File: config.mk
export PLATFORM = sky130hd
export DESIGN_NAME = fifo_word_packer
export DESIGN_NICKNAME = d
export VERILOG_FILES = /design/src/rtl/fifo_word_packer.sv
export SDC_FILE = /design/constraint.sdc
export NUM_CORES = 1
export LEC_CHECK = 0
export ABC_AREA = 1
export CAP_MARGIN = 20
export CORE_MARGIN = 5
export CORE_UTILIZATION = 49
export DETAILED_ROUTE_END_ITERATION = 8
export HOLD_SLACK_MARGIN = 0.1
export PLACE_DENSITY = 0.78
export SLEW_MARGIN = 20
export SYNTH_ARGS = -nofsm -noshare
export SYNTH_HDL_FRONTEND = slang
export SYNTH_SLANG_ARGS = --single-unit
File: constraint.sdc
create_clock -name clk -period 2.3 [get_ports clk]
set_input_delay 0.345 -clock clk [delete_from_list [all_inputs] [get_ports clk]]
set_output_delay 0.345 -clock clk [all_outputs]
set_load 0.01 [all_outputs]
File: src/rtl/fifo_word_packer.sv
// fifo_word_packer
//   Drain stage for the 16-bit sample FIFO. Each word is popped through the FIFO
//   read port, which has a 1-cycle registered read latency. Two consecutive words
//   are packed into one beat on a valid/ready stream. If a single word waits too
//   long for its partner, it is flushed as a half beat after an idle timeout.
//
// Parameters
//   IN_W     FIFO word width; the beat is 2*IN_W wide
//   TIMEOUT  idle cycles in S_HI before a half beat is flushed (0 = never)
//   CNT_W    width of the accepted-beat counter
//
// Ports
//   clk, rst    clock; synchronous active-high reset
//   fifo_empty  FIFO empty flag
//   fifo_rd_en  FIFO read enable (registered)
//   fifo_dout   FIFO read data, valid the cycle after fifo_rd_en
//   m_data      packed beat: low half = first word, high half = second word
//   m_valid     beat valid
//   m_ready     downstream accept
//   m_half      beat holds the first word only; the high half is zero
//   beat_cnt    accepted beats, wraps modulo 2^CNT_W
module fifo_word_packer #(
  parameter int IN_W    = 16,
  parameter int TIMEOUT = 64,
  parameter int CNT_W   = 16
) (
  input  logic              clk,
  input  logic              rst,
  input  logic              fifo_empty,
  output logic              fifo_rd_en,
  input  logic [IN_W-1:0]   fifo_dout,
  output logic [2*IN_W-1:0] m_data,
  output logic              m_valid,
  input  logic              m_ready,
  output logic              m_half,
  output logic [CNT_W-1:0]  beat_cnt
);

  localparam int TMR_W = (TIMEOUT > 1) ? $clog2(TIMEOUT) : 1;
  localparam logic [TMR_W-1:0] TMR_LAST = TMR_W'((TIMEOUT > 0) ? TIMEOUT - 1 : 0);

  typedef enum logic [1:0] {S_LO, S_HI, S_OUT} state_t;

  state_t              state_q, state_d;
  logic                rd_pend_q, rd_pend_d;
  logic [TMR_W-1:0]    timer_q, timer_d;
  logic                fifo_rd_en_q, fifo_rd_en_d;
  logic                m_valid_q, m_valid_d;
  logic [2*IN_W-1:0]   m_data_q, m_data_d;
  logic                m_half_q, m_half_d;
  logic [CNT_W-1:0]    beat_cnt_q, beat_cnt_d;
  logic [IN_W-1:0]     low_q, low_d;
  logic                idle;

  always_comb begin
    state_d    = state_q;
    timer_d    = timer_q;
    m_valid_d  = m_valid_q;
    m_data_d   = m_data_q;
    m_half_d   = m_half_q;
    beat_cnt_d = beat_cnt_q;
    low_d      = low_q;
    // Read data arrives exactly one cycle after the enable.
    rd_pend_d  = fifo_rd_en_q;
    // Idle means nothing is in flight and nothing can be fetched.
    idle       = !rd_pend_q && !fifo_rd_en_q && fifo_empty;

    case (state_q)
      S_LO: begin
        timer_d = '0;
        if (rd_pend_q) begin
          low_d   = fifo_dout;
          state_d = S_HI;
        end
      end
      S_HI: begin
        if (rd_pend_q) begin
          m_data_d  = {fifo_dout, low_q};
          m_half_d  = 1'b0;
          m_valid_d = 1'b1;
          state_d   = S_OUT;
          timer_d   = '0;
        end else if (idle) begin
          if (TIMEOUT != 0 && timer_q == TMR_LAST) begin
            m_data_d  = {{IN_W{1'b0}}, low_q};
            m_half_d  = 1'b1;
            m_valid_d = 1'b1;
            state_d   = S_OUT;
            timer_d   = '0;
          end else begin
            timer_d = timer_q + TMR_W'(1);
          end
        end else begin
          timer_d = '0;
        end
      end
      S_OUT: begin
        timer_d = '0;
        if (m_valid_q && m_ready) begin
          m_valid_d  = 1'b0;
          beat_cnt_d = beat_cnt_q + CNT_W'(1);
          state_d    = S_LO;
        end
      end
      default: state_d = S_LO;
    endcase

    // Gating on the next state keeps reads out of S_OUT, so a capture can never
    // land on a held beat. The second read of a pair may be issued while the
    // first word is still being captured; this gives a read every other cycle.
    fifo_rd_en_d = (state_d != S_OUT) && !fifo_empty && !fifo_rd_en_q;
  end

  always_ff @(posedge clk) begin
    if (rst) begin
      state_q      <= S_LO;
      rd_pend_q    <= 1'b0;
      timer_q      <= '0;
      fifo_rd_en_q <= 1'b0;
      m_valid_q    <= 1'b0;
      m_data_q     <= '0;
      m_half_q     <= 1'b0;
      beat_cnt_q   <= '0;
    end else begin
      state_q      <= state_d;
      rd_pend_q    <= rd_pend_d;
      timer_q      <= timer_d;
      fifo_rd_en_q <= fifo_rd_en_d;
      m_valid_q    <= m_valid_d;
      m_data_q     <= m_data_d;
      m_half_q     <= m_half_d;
      beat_cnt_q   <= beat_cnt_d;
    end
  end

  // The held low word is only read after a fresh capture, so it needs no reset.
  always_ff @(posedge clk) begin
    low_q <= low_d;
  end

  assign fifo_rd_en = fifo_rd_en_q;
  assign m_valid    = m_valid_q;
  assign m_data     = m_data_q;
  assign m_half     = m_half_q;
  assign beat_cnt   = beat_cnt_q;

endmodule
==> results.toml <==
[layout]
mostFrequentLayoutCells = "nand2_1 (96), clkdlybuf4s50_1 (70), dfxtp_1 (60), a21oi_1 (48), inv_1 (34)"
final_common_cell = "nand2_1"
antenna_cells = 0
fin_util_pct = 64.55
drive_above_1_share_pct = 9.297
area_growth_pct = 30.63
fillers = 520
layout.nets = 458
fin_cells = 518

[detailed_routing]
drt_pass1_iterations = 4
routed_via_density = 5.014
num_vias = 2597
drc = 0
wl_per_cell_um = 13.27
drtAntennaViolNets = 0
drt_iter0_markers = 143
routed_wirelength_um = 6872

[floorplanning]
start_util_pct = 49.42
io_pins = 71
num_rows = 29
die-width_um = 89.34
coreArea_um2 = 6241
fp.dieH_um = 89.34
die-area_um2 = 7981

[worst_setup_path]
regToRegEndpoint = "state_q[1]$_SDFF_PP0_"
worst_ep_required_time_ns = 2.57
worstPathArrival_ns = 2.09
setup.worst_path.start_class = "flop"
critPathKind = "flop to flop"
ff2ff_setup_slack_ns = 0.48
critPathCaptureType = "flop"
crit_chain = "inv_1 -> nor2_4 -> nand3_4 -> o21ai_1 -> inv_1 -> nor2_1"
crit_path_frequent_cell = "inv_1"
crit_buf_inv = 2
crit_path_top_delay_cell = "nand3_4"
cp_slowest_stage_delay_ns = 0.42
crit_family = "simple AND/OR/NAND/NOR gates"
worstPathMaxFanout = 35
reg2reg_from = "state_q[0]$_SDFF_PP0_"
reg2reg_depth = 6

[synth]
synth_nets = 386
synthCells = 364
ys_types = 28
syn-cell-area_um2 = 3084
yosysWarnings = 0
ys_ff_latch = 76
avgSynthCellArea_um2 = 8.473
ys_seq_area_share_pct = 54.52

[power]
p_total_mw = 2.487
p_seq_share_pct = 55.5
p_per_area_nw_per_um2 = 617.3
p_sw_mw = 0.5326
p_leak_nw = 1.378
internal_power_mw = 1.954
switching_share_pct = 21.42
power_frac_clock_pct = 39.8
ir_drop_v = 0.0005855
power_frac_comb_pct = 4.7

[grt]
gr-usage-met1_pct = 21.73
met2_usage_pct = 30.94
gr-max-usage-layer = "met2"
grt_pass1_vias = 2514
overflow = 0
grt_max_degree = 42
antenna_found_initial = 0
grt_usage_pct = 18.45
grt_pass1_wl_um = 11310
use_met3_pct = 5.806

[placement]
place.gp.congestion = 0.8433
place_inst = 502
port_buffers = 70
dp_hpwl_um = 4953

[clocking]
postCtsSetupRepairBufs = 0
h-tree-depth = 3
postCtsHoldBufs = 0
cts_tree = "yes"
post_cts_resized = 0
worstSkewPairLatency_ns = 0.34
clk_pin_slew_ns = 0.07
cts_made_buffers = 9
clock_sinks = 76
cts-root-buf = "clkbuf_8"
clk_path_buf_depth = 2

[sta]
rsz0062_at_grt = "false"
fin_crit_ns = 1.816
slew_headroom_pct = 57.36
setup_viol = 0
period_share_pct = 78.96
skew_ns = 0.01296
finalHoldViolCount = 0
fmax_mhz = 550.6
setup_tns_ns = 0
worst_slew_pin_slew_ns = 0.6376
slew_viol_final = 0

[hold_path]
hp-class = "flop to flop"
hold_depth = 2
min_to = "m_data[22]$_SDFFE_PP0P_"
worstHoldStart = "m_data[22]$_SDFFE_PP0P_"

[flow_run]
cap_violations = 0

[run_status]
status = "finished, final reports clean"
==> worst min-delay path, cell delays in order (launching register included) <==
cell,delay (ns)
dfxtp_1,0.31
nand2_1,0.06
a21oi_1,0.05
==> cells in the mapped netlist, drive strengths merged <==
cell type	number	share of area, %
nor2	34	5.5
buf	7	1.9
o21a	1	0.24
inv	35	4.3
xnor2	1	0.28
nand2	101	13
nand4	17	3.4
dfxtp	60	39
nand3	15	3.6
clkinv	1	0.12
o21ai	13	2.5
a21oi	49	8.1
ha	2	0.81
nor3	6	1.3
clkbuf	6	0.73
edfxtp	16	16
==> layout make-up <==
class	count	area, um^2	share of cell area (%)
Clock buffer	12	145.1	3.602
Multi-Input combinational cell	239	1191	29.57
Clock inverter	4	48.80	1.211
Timing Repair Buffer	74	730.7	18.14
Sequential cell	76	1682	41.74
Inverter	36	135.1	3.354
Tap cell	77	96.34	2.391
==> cells by family (layout without fill, tap and decap cells) <==
kind of cell    count (synthesis)  after routing  share of synthesized area, %
buf+inv                        49            126                         7.018
xor+xnor                        1              1                        0.2840
fa+ha+maj                       2              2                        0.8112
simple gates                  173            173                         26.57
compound gates                 63             63                         10.79
flops                          76             76                         54.52
==> metal layers <==
metal | share of wire, % | up-vias
met4 | 1.9 | 0
met5 | 0 | -
met3 | 6.2 | 13
met2 | 49 | 54
li1 | - | 1339
met1 | 43 | 1191
==> power by group through the flow <==
stage | Combinational (mW) | Clock, mW | Sequential, mW
after floorplan | 0.0568 | 0 | 1.41
after global placement | 0.117 | 0 | 1.41
after detailed placement | 0.118 | 0 | 1.41
after CTS | 0.118 | 1.01 | 1.38
after global routing | 0.128 | 1.06 | 1.38
final | 0.117 | 0.989 | 1.38
==> registers in the layout, summed over array words and instances (netlist names) <==
register / flops
m_half: 1
m_data: 32
state_q: 2
rd_pend_q: 1
timer_q: 6
low_q: 16
beat_cnt: 16
fifo_rd_en: 1
m_valid: 1
==> how the worst max path moves through the flow <==
stage                                      from                     to  slack (ns)  depth (start not counted)
final                     state_q[0]$_SDFF_PP0_  state_q[1]$_SDFF_PP0_        0.48                          6
after global routing      state_q[0]$_SDFF_PP0_  state_q[1]$_SDFF_PP0_        0.33                          6
after CTS                 state_q[0]$_SDFF_PP0_  state_q[1]$_SDFF_PP0_        0.49                          6
after detailed placement             fifo_empty  state_q[1]$_SDFF_PP0_        0.42                          7
after global placement               fifo_empty  state_q[1]$_SDFF_PP0_        0.47                          7
after floorplan           state_q[1]$_SDFF_PP0_     low_q[0]$_DFFE_PP_        0.24                          1
==> metrics by stage <==
stage / hold slack (ns) / cell area (um^2) / setup slack (ns)
2_1_floorplan: 0.4439 / 3084 / 0.2439
3_3_place_gp: 0.4485 / 3835 / 0.4682
3_5_place_dp: 0.4551 / 3835 / 0.4174
4_1_cts: 0.4663 / 4029 / 0.4856
5_1_grt: 0.4821 / 4029 / 0.3290
6_report: 0.4625 / 4029 / 0.4839
Note: power is estimated with default switching activity, not from simulation.
